File: src/rtl/pi_loop_sequencer_if.sv
// Stage handshake between the loop sequencer and the ADC / PI / DAC chain.
// The sequencer drives the start pulses; the chain returns done and busy status.
interface pi_loop_sequencer_if;
  logic adc_start;
  logic adc_done;
  logic pi_start;
  logic pi_done;
  logic dac_start;
  logic dac_busy;

  modport master (
    output adc_start, pi_start, dac_start,
    input  adc_done, pi_done, dac_busy
  );

  modport slave (
    input  adc_start, pi_start, dac_start,
    output adc_done, pi_done, dac_busy
  );
endinterface

File: src/rtl/pi_loop_sequencer.sv
// Sample-rate scheduler for the PI loop: fixed sampling period, one
// ADC -> PI -> DAC iteration per period, with overrun and stage-timeout flags.
module pi_loop_sequencer #(
  parameter int unsigned SAMPLE_DIV = 83333,
  parameter int unsigned CNT_W      = 17,
  parameter int unsigned STAGE_TO   = 4096,
  parameter int unsigned TO_W       = 13
) (
  input  logic                clk,
  input  logic                reset_b,
  input  logic                enable,
  input  logic                clr_status,
  pi_loop_sequencer_if.master loop_bus,
  output logic                sample_tick,
  output logic                overrun,
  output logic                timeout,
  output logic [15:0]         sample_count,
  output logic [2:0]          state
);

  typedef enum logic [2:0] {
    IDLE      = 3'd0,
    WAIT_TICK = 3'd1,
    ADC       = 3'd2,
    PI        = 3'd3,
    DAC_WAIT  = 3'd4,
    DAC       = 3'd5
  } state_t;

  localparam logic [CNT_W-1:0] PER_LAST = CNT_W'(SAMPLE_DIV - 1);
  localparam logic [TO_W-1:0]  TO_LAST  = TO_W'(STAGE_TO - 1);

  state_t           cur_state;
  state_t           nxt_state;
  logic [CNT_W-1:0] per_cnt;
  logic [TO_W-1:0]  to_cnt;
  logic             expired;
  logic             to_set;
  logic             ov_set;

  always_comb begin
    nxt_state = cur_state;
    to_set    = 1'b0;
    expired   = (to_cnt == TO_LAST);
    // Completion is tested before expiry so a done on the last cycle still counts.
    case (cur_state)
      IDLE:      if (enable) nxt_state = WAIT_TICK;
      WAIT_TICK: begin
        if (!enable)          nxt_state = IDLE;
        else if (sample_tick) nxt_state = ADC;
      end
      ADC: begin
        if (loop_bus.adc_done) nxt_state = PI;
        else if (expired) begin
          nxt_state = WAIT_TICK;
          to_set    = 1'b1;
        end
      end
      PI: begin
        if (loop_bus.pi_done) nxt_state = DAC_WAIT;
        else if (expired) begin
          nxt_state = WAIT_TICK;
          to_set    = 1'b1;
        end
      end
      DAC_WAIT: begin
        if (!loop_bus.dac_busy) nxt_state = DAC;
        else if (expired) begin
          nxt_state = WAIT_TICK;
          to_set    = 1'b1;
        end
      end
      DAC:       nxt_state = WAIT_TICK;
      default:   nxt_state = IDLE;
    endcase
    ov_set = sample_tick && (cur_state inside {ADC, PI, DAC_WAIT, DAC});
  end

  always_ff @(posedge clk or negedge reset_b) begin
    if (!reset_b) begin
      cur_state          <= IDLE;
      per_cnt            <= '0;
      to_cnt             <= '0;
      sample_tick        <= 1'b0;
      overrun            <= 1'b0;
      timeout            <= 1'b0;
      sample_count       <= '0;
      loop_bus.adc_start <= 1'b0;
      loop_bus.pi_start  <= 1'b0;
      loop_bus.dac_start <= 1'b0;
    end else begin
      cur_state <= nxt_state;

      if (cur_state == IDLE)      per_cnt <= '0;
      else if (per_cnt == PER_LAST) per_cnt <= '0;
      else                        per_cnt <= per_cnt + 1'b1;
      sample_tick <= (cur_state != IDLE) && (per_cnt == PER_LAST);

      if (nxt_state != cur_state) to_cnt <= '0;
      else if (cur_state inside {ADC, PI, DAC_WAIT}) to_cnt <= to_cnt + 1'b1;

      loop_bus.adc_start <= (nxt_state == ADC) && (cur_state != ADC);
      loop_bus.pi_start  <= (nxt_state == PI)  && (cur_state != PI);
      loop_bus.dac_start <= (nxt_state == DAC) && (cur_state != DAC);

      if (cur_state == DAC) sample_count <= sample_count + 16'd1;

      overrun <= ov_set | (overrun & ~clr_status);
      timeout <= to_set | (timeout & ~clr_status);
    end
  end

  assign state = cur_state;

endmodule

File: src/flat_wrapper.sv
// flat-port wrapper written by rule: the top's interface ports become plain ports
module pi_loop_sequencer_flat 
#(
  parameter int unsigned SAMPLE_DIV = 83333,
  parameter int unsigned CNT_W      = 17,
  parameter int unsigned STAGE_TO   = 4096,
  parameter int unsigned TO_W       = 13
)
  (clk, reset_b, enable, clr_status, sample_tick, overrun, timeout, sample_count, state, loop_bus_adc_start, loop_bus_pi_start, loop_bus_dac_start, loop_bus_adc_done, loop_bus_pi_done, loop_bus_dac_busy);
  pi_loop_sequencer_if loop_bus_i ();
  input  logic clk;
  input  logic reset_b;
  input  logic enable;
  input  logic clr_status;
  output logic sample_tick;
  output logic overrun;
  output logic timeout;
  output logic [15:0] sample_count;
  output logic [2:0] state;
  output wire logic [$bits(loop_bus_i.adc_start)-1:0] loop_bus_adc_start;
  output wire logic [$bits(loop_bus_i.pi_start)-1:0] loop_bus_pi_start;
  output wire logic [$bits(loop_bus_i.dac_start)-1:0] loop_bus_dac_start;
  input wire logic [$bits(loop_bus_i.adc_done)-1:0] loop_bus_adc_done;
  input wire logic [$bits(loop_bus_i.pi_done)-1:0] loop_bus_pi_done;
  input wire logic [$bits(loop_bus_i.dac_busy)-1:0] loop_bus_dac_busy;
  assign loop_bus_adc_start = loop_bus_i.adc_start;
  assign loop_bus_pi_start = loop_bus_i.pi_start;
  assign loop_bus_dac_start = loop_bus_i.dac_start;
  assign loop_bus_i.adc_done = loop_bus_adc_done;
  assign loop_bus_i.pi_done = loop_bus_pi_done;
  assign loop_bus_i.dac_busy = loop_bus_dac_busy;
  pi_loop_sequencer #(.SAMPLE_DIV(SAMPLE_DIV), .CNT_W(CNT_W), .STAGE_TO(STAGE_TO), .TO_W(TO_W)) u_core (.clk(clk), .reset_b(reset_b), .enable(enable), .clr_status(clr_status), .loop_bus(loop_bus_i), .sample_tick(sample_tick), .overrun(overrun), .timeout(timeout), .sample_count(sample_count), .state(state));
endmodule
File: config.mk
export PLATFORM = sky130hd
export DESIGN_NAME = pi_loop_sequencer_flat
export DESIGN_NICKNAME = d
export VERILOG_FILES = /design/src/rtl/pi_loop_sequencer_if.sv /design/src/rtl/pi_loop_sequencer.sv /design/src/flat_wrapper.sv
export SDC_FILE = /design/constraint.sdc
export NUM_CORES = 1
export LEC_CHECK = 0
export CAP_MARGIN = 10
export CORE_UTILIZATION = 51
export DETAILED_ROUTE_END_ITERATION = 10
export GPL_ROUTABILITY_DRIVEN = 1
export HOLD_SLACK_MARGIN = 0.12
export PLACE_DENSITY = 0.77
export SLEW_MARGIN = 20
export SYNTH_ARGS = -nofsm -noshare
export SYNTH_HDL_FRONTEND = slang
export SYNTH_SLANG_ARGS = --single-unit
File: constraint.sdc
create_clock -name clk -period 1.6 [get_ports clk]
set_input_delay 0.32 -clock clk [delete_from_list [all_inputs] [get_ports clk]]
set_output_delay 0.32 -clock clk [all_outputs]
set_load 0.005 [all_outputs]
Word level (Yosys, flattened, before mapping)
Index checks and enable logic that the tools add are counted.

Flip-flop bits (word level): 55. Output and inout bits: 25.

Add/sub/neg operators: 3. Equality and inequality tests: 14. Mux-type cells: 17. Bitwise operators: 5. Reduce and logical (&&, ||, !) cells: 10.

Operators with widths (count): $mux 17 (2); $mux 13 (2); $mux 3 (7); $pmux 3 s6 (1); $add 17x1->17 const B (1); $eq 17x17->1 const B (1); $add 16x1->16 const B (1); $add 13x1->13 const B (1); $eq 13x12->1 const B (1); $eq 3x2->1 const B (4); $eq 3x3->1 const B (3); $ne 3x2->1 const B (2); $reduce_bool 3->1 (2); $logic_and 1x1->1 (5); $mux 1 (4); $reduce_bool 4->1 (1); $eq 3x1->1 const B (1); $logic_not 3->1 (1); $ne 3x3->1 (1); $ne 3x3->1 const B (1); $pmux 1 s3 (1); $and 1x1->1 (2); $or 1x1->1 (2); $reduce_bool 2->1 (1); $not 1->1 (1).

Logic depth before layout (Yosys ltp)
Depth in word-level cells: 6. Depth in mapped cells: 9.

Worst setup path after synthesis
Ideal clock, no wire load.

Kind: register to register. From: register u_core.cur_state[1] (netlist: u_core.state[1]). To: register u_core.to_cnt[1]. Library setup time: 0.132 ns. Arrival time: 1.660 ns. Data required time: 1.468 ns. Setup slack: -0.192 ns. Stages on the path, launching flop included: 8. Clock period less this slack: 1.792 ns. Cells stage by stage: dfrtp_1 -> clkbuf_8 -> and2b_2 -> o211ai_1 -> a31oi_1 -> mux2i_1 -> buf_6 -> nor4b_4.

Cells in the longest elaborated chain, start to end: 5. Elaborated cells between the ends (all ways): 18. Classes of those cells: 6 x eq/ne; 9 x mux; 3 x reduce/logical.

Ends and longest elaborated chain: start: declaration (line pi_loop_sequencer.sv:33) `state_t cur_state;`; start signal: assignment (line pi_loop_sequencer.sv:92) `cur_state <= nxt_state;`; $mux 3, on equally long branches (2 in a row); $pmux 3 s6 (line pi_loop_sequencer.sv:46) `case (cur_state)`; $ne 3x3->1 (line pi_loop_sequencer.sv:99) `if (nxt_state != cur_state) to_cnt <= '0;`; $mux 13 / $reduce_bool 2->1 (equally long branches); end signal: assignment (line pi_loop_sequencer.sv:100) `else if (cur_state inside {ADC, PI, DAC_WAIT}) to_cnt <= to_cnt + 1'b1;`; end: declaration (line pi_loop_sequencer.sv:36) `logic [TO_W-1:0] to_cnt;`.

Several ways; a longest one is shown, not always the timed one. A chain may end at the register's enable or synchronous reset.

Worst setup path in the final report
From: register u_core.cur_state[1] (netlist: u_core.state[1]). To: register u_core.to_cnt[10].

Same word-level chain as after synthesis.

==> metrics.txt <==
capture point of the worst reg-to-reg path u_core.to_cnt[10]; later-pin clock latency in the skew report 0.33 ns; Netlist Area Pre-Place 0.002982 sq mm; first-pass GRT wire length roughly 12 mm; FF+latch count, synth 55; final design utilization 0.7818; Global Route Usage Sum 0.2484; RR Startpoint u_core.state[1]; Hold WC Path Type flop to flop; peak supply drop approximately 0.00065 V; Slew @ Worst Pin 0.4238 ns; WS Path Type flop to flop; Worst Path Arrival 2.12 ns; warnings from Yosys 0; pwr/cell area 587.6 mW/mm^2; worst hold endpoint u_core.sample_count[15]; Critical path origin u_core.state[1]; final WL 8.914 mm; share of cells above drive strength 1 0.3802; Vias 2744; Seq/Total Area, Yosys 0.4616; CTS tree built; DIE AREA 0.006156 sq mm; Critical Path Source Type flop; Mapped Nets 306; detailed placer's ending HPWL 4.667 mm; # IOs 32; fin crit share 1.182; Fmax around 0.53 GHz; CTS Buffer Depth 2; htree depth 2; vias in the first global route approximately 2500; syn_area_per_cell a little over 10 sq um; Vias/cell 5.753; Worst path slowest cell dfrtp_2; Detail Route Antenna Nets 0; Clock Tree Root clkbuf_8; total CTS buffers 5; Port Buf Inserts 31; slowest stage delay, CP around 0.48 ns; min-delay src u_core.sample_count[15]; Layout area overhead 46.16%; crit-path cells buf_4 -> and2b_2 -> nand2_2 -> a31oi_4 -> mux2i_2 -> buf_12 -> nor4b_2; worst hold slack a little under 0.5 ns; First DRT Iteration DRCs 179; Hold Crit Depth 1; CP top delay family simple AND/OR/NAND/NOR gates; FFs w/ async S/R, synth 1.000; Max-Cap Viols 0; Unique masters post-synth 51; RSZ-0062 raised after global routing yes; die height slightly below 80 um; final hold viol count 0; worst rel slew slack 0.7162; TritonRoute pass-1 iters 4; status complete, but fails checks; number of nets in the layout 417; site row count 27; CP Capture Type flop; final setup vio count 23; Horiz. Die Dim 78.46 um; failing checks setup timing; initial antenna violation count 0; GRT Residual Overflow 0; post-synthesis cell count 293; DRC viols 0; Routed wire per std cell 18.69 um; placer congestion estimate 0.9086; Worst Slack Setup Final -0.2905 ns; Worst Skew ~0.014 ns; internal reg-to-reg setup slack -0.29 ns; top_reg_cell synth dfrtp_1; commonest non-fill, non-tap cell in the layout buf_4; Slew Viols, Final 0; Clock transition at path regs 0.11 ns; worst reg-to-reg path cell count 7; crit path buf inv count 2; ANT cells 0; Critical Path RT 1.83 ns; TritonCTS Sinks 55; fin crit period 1.890 ns; Post-synth EDFFs 0; Starting Density 0.5349; leak pwr 2.053 nW; most frequent cells in the layout 71 x buf_4, 52 x dfrtp_1, 26 x xnor2_1; Critical Path Fanout Max 13; total negative slack -3.858 ns; largest net degree at the start of global routing 56; CORE AREA 0.005574 sq mm
==> per-layer routing <==
layer  track usage  vias up  wire [um]
met5             0        -          0
met4       0.09444        0        415
li1              -     1236          -
met1        0.3072     1356       3525
met3       0.05000       44        425
met2        0.4263      108       4547
==> per-stage QoR <==
stage	cells	total power, mW	cell area, sq um	setup WS, ns
2_1_floorplan	293	1.490	3002	-0.1678
3_3_place_gp	438	1.575	3725	-0.3368
3_5_place_dp	438	1.577	3725	-0.3791
4_1_cts	456	2.550	4015	-0.1755
5_1_grt	477	2.635	4358	-0.3507
6_report	477	2.561	4358	-0.2905
==> cell usage after synthesis (3+ instances only) <==
cell / instances / area, sq um
dfrtp_1: 55 / 1376
nor2_1: 29 / 108.9
nand2_1: 28 / 105.1
xnor2_1: 26 / 227.7
nor3_1: 21 / 105.1
xor2_1: 16 / 140.1
inv_1: 13 / 48.80
nand3_1: 13 / 65.06
and3_1: 7 / 43.79
nand4_1: 7 / 43.79
ha_1: 6 / 75.07
o211ai_1: 5 / 37.54
o21ai_0: 5 / 25.02
buf_6: 4 / 45.04
and2b_2: 3 / 26.28
clkbuf_1: 3 / 11.26
mux2i_1: 3 / 30.03
nand4b_1: 3 / 26.28
nor4b_1: 3 / 26.28
nor4b_4: 3 / 71.32
==> cell families (layout without fill, tap and decap cells) <==
| kind of cell | Yosys count | after routing | share of synthesized area |
|---|---|---|---|
| and+or+nand+nor | 134 | 134 | 0.2602 |
| DFF | 55 | 55 | 0.4616 |
| xor gates and xnor gates | 42 | 42 | 0.1234 |
| AOI/OAI and AO/OA | 26 | 26 | 0.06338 |
| buffers and inverters | 26 | 138 | 0.05245 |
| adders and majority gates | 6 | 6 | 0.02518 |
| muxes | 4 | 4 | 0.01385 |
==> where the power goes <==
part           switching (mW)  total, mW  leakage [nW]  internal [mW]
clock network           0.478      0.985        0.0612          0.507
registers             0.00896       1.41         0.759           1.40
logic                  0.0975      0.170          1.23         0.0723
==> flip-flops by register name, summed over array words and instances, names as in the netlist <==
signal and count:
u_core.loop_bus.dac_start 1, u_core.state 3, u_core.timeout 1, u_core.loop_bus.pi_start 1, u_core.sample_count 16, u_core.sample_tick 1, u_core.per_cnt 17, u_core.overrun 1
u_core.loop_bus.adc_start 1, u_core.to_cnt 13
==> worst register-to-register path: cells and delay by family (launching register included) <==
kind,cells,cell delay [ns]
flip-flops,1,0.48
AND/OR/NAND/NOR,3,0.64
multiplexers,1,0.20
AO/OA/AOI/OAI,1,0.10
buffers and inverters,2,0.36
==> area by class of cell <==
type | instances | area [sq um]
inverters | 14 | 52.55
repair buffers | 116 | 1032
clock buffers | 6 | 82.58
well taps | 72 | 90.09
clock inverters | 2 | 35.03
flip-flops and latches | 55 | 1380
fillers | 315 | 1216
multi-input cells | 212 | 1685
==> worst max-delay path by stage <==
| stage | slack, ns | end | cells after the start |
|---|---|---|---|
| detailed placement | -0.38 | u_core.to_cnt[5] | 6 |
| floorplan | -0.17 | u_core.to_cnt[1] | 7 |
| global placement | -0.34 | u_core.to_cnt[11] | 6 |
| CTS | -0.18 | u_core.to_cnt[11] | 7 |
| finish | -0.29 | u_core.to_cnt[10] | 7 |
| global route | -0.35 | u_core.to_cnt[12] | 7 |
==> timing repair <==
action                     4_1_cts  5_1_grt
setup endpoints to repair       28       56
pin swaps                       11       17
hold buffers                     1        0
buffers inserted                 9       22
resized for setup               27       41
hold endpoints to repair        55        0
Note: power is estimated with default switching activity, not from simulation.
